### src/rtl/fft_bfly_sched.sv
// fft_bfly_sched: issue scheduler for a shared radix-2 DIT FFT butterfly.
// Walks every stage, issues one read pair plus twiddle index per cycle, and
// replays each pair as a write-back after BF_LAT cycles. Drain bubbles
// between stages keep a stage from reading data before it has been written.
// Ports:
//   clk, rst          clock, synchronous active-high reset
//   start, hold       begin a transform (IDLE only), pause issue (RUN only)
//   busy, done        not-IDLE flag, one-cycle completion pulse
//   stage             stage currently issuing
//   rd_en, rd_addr_a, rd_addr_b, tw_idx   issue strobe, read pair, twiddle
//   wr_en, wr_addr_a, wr_addr_b           issue strobe and pair, BF_LAT later
module fft_bfly_sched #(
   parameter int LOG2N  = 3,
   parameter int BF_LAT = 2
) (
   input  logic             clk,
   input  logic             rst,
   input  logic             start,
   input  logic             hold,
   output logic             busy,
   output logic             done,
   output logic [LOG2N-1:0] stage,
   output logic             rd_en,
   output logic [LOG2N-1:0] rd_addr_a,
   output logic [LOG2N-1:0] rd_addr_b,
   output logic [LOG2N-2:0] tw_idx,
   output logic             wr_en,
   output logic [LOG2N-1:0] wr_addr_a,
   output logic [LOG2N-1:0] wr_addr_b
);

   localparam int AW  = LOG2N;
   localparam int TW  = LOG2N - 1;
   localparam int DLW = 2 * AW + 1;

   localparam logic [AW-1:0] NH     = AW'(1 << (LOG2N - 1));
   localparam logic [AW-1:0] LAST_S = AW'(LOG2N - 1);
   localparam logic [3:0]    LAST_D = 4'(BF_LAT - 1);

   typedef enum logic [1:0] {
      S_IDLE,
      S_RUN,
      S_DRAIN,
      S_DONE
   } state_t;

   state_t         state_q, state_d;
   logic           busy_q, busy_d;
   logic           done_q, done_d;
   logic [AW-1:0]  stage_q, stage_d;
   logic [AW-1:0]  k_q, k_d;
   logic [3:0]     dcnt_q, dcnt_d;
   logic           rd_en_q, rd_en_d;
   logic [AW-1:0]  rd_addr_a_q, rd_addr_a_d;
   logic [AW-1:0]  rd_addr_b_q, rd_addr_b_d;
   logic [TW-1:0]  tw_idx_q, tw_idx_d;
   logic [DLW-1:0] dl_q [BF_LAT];
   logic [DLW-1:0] dl_d [BF_LAT];

   // Issue request and the stage/butterfly it refers to
   logic          issue;
   logic [AW-1:0] iss_s, iss_k;
   logic [AW-1:0] h, g, j, a;

   always_comb begin
      state_d     = state_q;
      done_d      = 1'b0;
      stage_d     = stage_q;
      k_d         = k_q;
      dcnt_d      = dcnt_q;
      rd_en_d     = 1'b0;
      rd_addr_a_d = rd_addr_a_q;
      rd_addr_b_d = rd_addr_b_q;
      tw_idx_d    = tw_idx_q;
      issue       = 1'b0;
      iss_s       = stage_q;
      iss_k       = k_q;

      unique case (state_q)
         S_IDLE: begin
            if (start) begin
               state_d = S_RUN;
               stage_d = '0;
               iss_s   = '0;
               iss_k   = '0;
               issue   = 1'b1;
               k_d     = AW'(1);
            end
         end
         S_RUN: begin
            // k reaches N/2 only once the stage's last pair is on the port
            if (k_q == NH) begin
               state_d = S_DRAIN;
               dcnt_d  = '0;
            end else if (!hold) begin
               issue = 1'b1;
               k_d   = k_q + AW'(1);
            end
         end
         S_DRAIN: begin
            if (dcnt_q == LAST_D) begin
               if (stage_q == LAST_S) begin
                  state_d = S_DONE;
                  done_d  = 1'b1;
               end else begin
                  // first issue of the next stage lands right after the
                  // previous stage's last write
                  state_d = S_RUN;
                  stage_d = stage_q + AW'(1);
                  iss_s   = stage_q + AW'(1);
                  iss_k   = '0;
                  issue   = 1'b1;
                  k_d     = AW'(1);
               end
            end else begin
               dcnt_d = dcnt_q + 4'd1;
            end
         end
         S_DONE: begin
            state_d = S_IDLE;
         end
         default: state_d = S_IDLE;
      endcase

      // a = (k >> s) * 2h + (k & (h-1)), b = a + h
      h = AW'(1) << iss_s;
      j = iss_k & (h - AW'(1));
      g = iss_k >> iss_s;
      a = (g << (iss_s + AW'(1))) | j;

      if (issue) begin
         rd_en_d     = 1'b1;
         rd_addr_a_d = a;
         rd_addr_b_d = a | h;
         tw_idx_d    = TW'(j << (LAST_S - iss_s));
      end

      busy_d = (state_d != S_IDLE);
   end

   // Write-back delay line shifts every cycle, carrying bubbles too
   always_comb begin
      dl_d[0] = {rd_en_q, rd_addr_a_q, rd_addr_b_q};
      for (int i = 1; i < BF_LAT; i++) begin
         dl_d[i] = dl_q[i-1];
      end
   end

   always_ff @(posedge clk) begin
      if (rst) begin
         state_q     <= S_IDLE;
         busy_q      <= 1'b0;
         done_q      <= 1'b0;
         stage_q     <= '0;
         k_q         <= '0;
         dcnt_q      <= '0;
         rd_en_q     <= 1'b0;
         rd_addr_a_q <= '0;
         rd_addr_b_q <= '0;
         tw_idx_q    <= '0;
         for (int i = 0; i < BF_LAT; i++) begin
            dl_q[i] <= '0;
         end
      end else begin
         state_q     <= state_d;
         busy_q      <= busy_d;
         done_q      <= done_d;
         stage_q     <= stage_d;
         k_q         <= k_d;
         dcnt_q      <= dcnt_d;
         rd_en_q     <= rd_en_d;
         rd_addr_a_q <= rd_addr_a_d;
         rd_addr_b_q <= rd_addr_b_d;
         tw_idx_q    <= tw_idx_d;
         for (int i = 0; i < BF_LAT; i++) begin
            dl_q[i] <= dl_d[i];
         end
      end
   end

   assign busy      = busy_q;
   assign done      = done_q;
   assign stage     = stage_q;
   assign rd_en     = rd_en_q;
   assign rd_addr_a = rd_addr_a_q;
   assign rd_addr_b = rd_addr_b_q;
   assign tw_idx    = tw_idx_q;
   assign {wr_en, wr_addr_a, wr_addr_b} = dl_q[BF_LAT-1];

endmodule

### config.mk
export PLATFORM = sky130hd
export DESIGN_NAME = fft_bfly_sched
export DESIGN_NICKNAME = d
export VERILOG_FILES = /design/src/rtl/fft_bfly_sched.sv
export SDC_FILE = /design/constraint.sdc
export NUM_CORES = 1
export LEC_CHECK = 0
export ABC_CLOCK_PERIOD_IN_PS = 5000
export CAP_MARGIN = 10
export CORE_MARGIN = 2
export CORE_UTILIZATION = 53
export CTS_BUF_LIST = sky130_fd_sc_hd__clkbuf_4
export DETAILED_ROUTE_END_ITERATION = 10
export PLACE_DENSITY_LB_ADDON = 0.1
export SETUP_SLACK_MARGIN = 0.05
export SLEW_MARGIN = 20
export SYNTH_ARGS = -nofsm -noshare
export SYNTH_HDL_FRONTEND = slang
export SYNTH_SLANG_ARGS = --single-unit
### constraint.sdc
create_clock -name clk -period 5 [get_ports clk]
set_input_delay 1.5 -clock clk [delete_from_list [all_inputs] [get_ports clk]]
set_output_delay 1.5 -clock clk [all_outputs]
set_load 0.02 [all_outputs]
==> metrics.txt <==
cells after synthesis=a little under 200; Post-Synthesis Net Count=210; cell total after placement=252; Die W=slightly above 60 um; register bit total from synthesis=37; Setup CP Type=in2reg; drt drc=0; Power Dens Cells=~260 nW/um^2; vias in the first global route=1334; final-layout fill cell count=approximately 290; total power=about 0.52 mW; Final Max Tran Viols=0; gr usage total=22.31%; reported max-cap violation count=0; Final Non-Filler Cells=260; Clock transition at path regs=around 0.10 ns; CTS buffer count=5; register area share after synthesis=roughly 42%; RSZ-0062 raised after global routing=false; CTS Hold Buffers Added=0; Setup Fix Bufs, Post-CTS=0; drt first-iter violations=slightly below 50; final worst-path cycle share=approximately four fifths; post-CTS sizing=0; multi-input logic area=between 900 and 1000 sq um; first-pass GRT wire length=between 6 and 7 mm; Fin Setup TNS=0 ns; Final Hold Slack=0.4469 ns; gpl congestion=a little under 0.9; Worst-Margin Slew=0.7086 ns; I/O pin count=25; Max Fanout on Critical Path=4; row count=20; largest net degree at the start of global routing=35; Initial Util=between 50 and 60%; routed vias/inst=about 5.4; Tightest Hold Check Type=reg2reg; WL final=3.745 mm; YS warnings=0; n_diodes=0; Slew headroom=52.54%; Setup-failing EPs final=0; Mean Syn Cell Area=roughly 9.0 sq um; Fmax achieved=~250 MHz; synthesized cell area=between 1500 and 2000 sq um; Root Driver=clkbuf_4; Reg area=740.7 sq um; Die ar.=approximately 3800 sq um; Congestion Overflow GR=0; fin util=roughly 66%; Clock Path Buffers=2; initial antenna violation count=0; CTS Sinks=37; chip height=between 60 and 70 um; Post-synth EDFFs=0; Port Buffers=24; worst endpoint required time=between 5 and 6 ns; Final Hold Fails=0; CTS H-Tree Depth=2; dpl hpwl=2.839 mm; clk_lat worst skew=around 0.33 ns; First-pass DRT Iterations=4; vias=~1400; post-route ant nets=0; Pleak=0.7976 nW; area grow syn2layout=16.04%; element type at the critical path end=flop; status=complete, no violations; Worst Skew=0.002680 ns; Core ar.=3103 sq um; Netlist cell types=46; final net count=230; TritonCTS clock tree=built; Startpoint Class=input port; layout cells sized above 1=under 10%; Worst Path Arrival=about 4.3 ns; drt wl/cell=14.40 um; min Tclk post-route=slightly above 4 ns; main flop type after synthesis=dfxtp_1; fraction of registers with async set/reset=0%; IR drop worst, VDD=0.0001179 V
-- state kept, by name (all words and copies together) (netlist names), 2 cells and up --
signal,count
k_q,3
stage,3
rd_addr_b,3
rd_addr_a,3
tw_idx,2
dcnt_q,4
dl_q,14
state_q,2
-- cell type report --
class	instances	area share [%]
Tap cell	44	2.691
Clock buffer	6	2.202
Timing Repair Buffer	25	12.11
Clock inverter	2	0.4893
Inverter	9	1.651
Sequential cell	37	36.21
Multi-Input combinational cell	137	44.65
-- through the flow --
stage,setup slack [ns],area [sq um]
2_1_floorplan,1.352,1763
3_3_place_gp,0.7234,1991
3_5_place_dp,0.6121,1991
4_1_cts,0.9776,2046
5_1_grt,0.7759,2046
6_report,0.9574,2046
-- cells by family (layout without fill, tap and decap cells) --
family	Yosys count	after routing	share of synthesized area, %
AO/OA/AOI/OAI	37	37	14.98
adder cells (fa/ha/maj)	11	11	7.807
buffers and inverters	21	42	6.174
XOR/XNOR	5	5	2.484
multiplexers	2	2	1.136
AND/OR/NAND/NOR	82	82	25.41
flip-flops	37	37	42.02
-- worst max-delay path, stage by stage --
cell and delay (ns):
clkdlybuf4s50_1 0.49, or3b_2 0.46, o211ai_1 0.15, nand2_1 0.15, inv_1 0.13, ha_1 0.22, nand2_1 0.09, ha_1 0.27
nand2b_1 0.18, nor2_1 0.11, a21oi_1 0.04, or4_1 0.40, o22ai_1 0.11
-- where the power goes --
| part | internal [mW] | switching [mW] |
|---|---|---|
| Sequential | 0.305 | 0.00678 |
| Clock | 0.0590 | 0.0929 |
| Combinational | 0.0263 | 0.0319 |
-- placed cells by master, fill, tap and decap left out, types with 2 or more instances in the layout --
master	Yosys	layout
a21oi_1	5	5
xnor2_1	3	3
nor3b_1	4	4
clkinv_2	0	2
inv_1	9	9
o211ai_1	2	2
ha_1	11	11
or4_1	2	2
nor2b_1	15	15
nand2b_1	4	4
and4_1	2	2
nor3_1	3	3
mux2i_1	2	2
a21boi_0	2	2
nand2_1	16	16
xor2_1	2	2
a211oi_1	3	3
dfxtp_1	37	37
clkdlybuf4s50_1	0	24
nor2_1	23	23
a311oi_1	3	3
a31oi_1	5	5
o21ai_0	5	5
o22ai_1	3	3
clkbuf_4	0	6
nor4_1	2	2
-- layer usage --
layer / up-vias / routed length (um) / track usage, %
met2: 42 / 1792 / 37.44
li1: 717 / - / -
met5: - / 0 / 0
met3: 6 / 174 / 5.882
met1: 641 / 1728 / 27.80
met4: 0 / 49 / 7.295
-- path summary, 6_finish.rpt --
| kind | from | end | cells after the start | slack [ns] |
|---|---|---|---|---|
| setup / recovery | start | tw_idx[1]$_SDFFE_PP0P_ | 13 | 0.96 |
| hold reg to reg | dl_q[0][6]$_SDFF_PP0_ | dl_q[0][13]$_SDFF_PP0_ | 1 | 0.45 |
| setup reg to reg | stage[0]$_SDFF_PP0_ | tw_idx[1]$_SDFFE_PP0P_ | 14 | 1.65 |
| hold / removal | dl_q[0][6]$_SDFF_PP0_ | dl_q[0][13]$_SDFF_PP0_ | 1 | 0.45 |
-- synthesized netlist by cell type, types with 2 or more instances --
cell type / instances / area [sq um]
nor3_1: 3 / 15.01
nor4_1: 2 / 12.51
nor3b_1: 4 / 30.03
nand2b_1: 4 / 25.02
ha_1: 11 / 137.6
xnor2_1: 3 / 26.28
o21ai_0: 5 / 25.02
o22ai_1: 3 / 18.77
mux2i_1: 2 / 20.02
or4_1: 2 / 15.01
and4_1: 2 / 17.52
a311oi_1: 3 / 26.28
inv_1: 9 / 33.78
a21oi_1: 5 / 25.02
nor2b_1: 15 / 93.84
a31oi_1: 5 / 31.28
dfxtp_1: 37 / 740.7
nand2_1: 16 / 60.06
buf_4: 6 / 45.04
clkbuf_1: 5 / 18.77
o211ai_1: 2 / 15.01
nor2_1: 23 / 86.33
a21boi_0: 2 / 15.01
xor2_1: 2 / 17.52
a211oi_1: 3 / 22.52
Power figures use the tool's default switching activity.
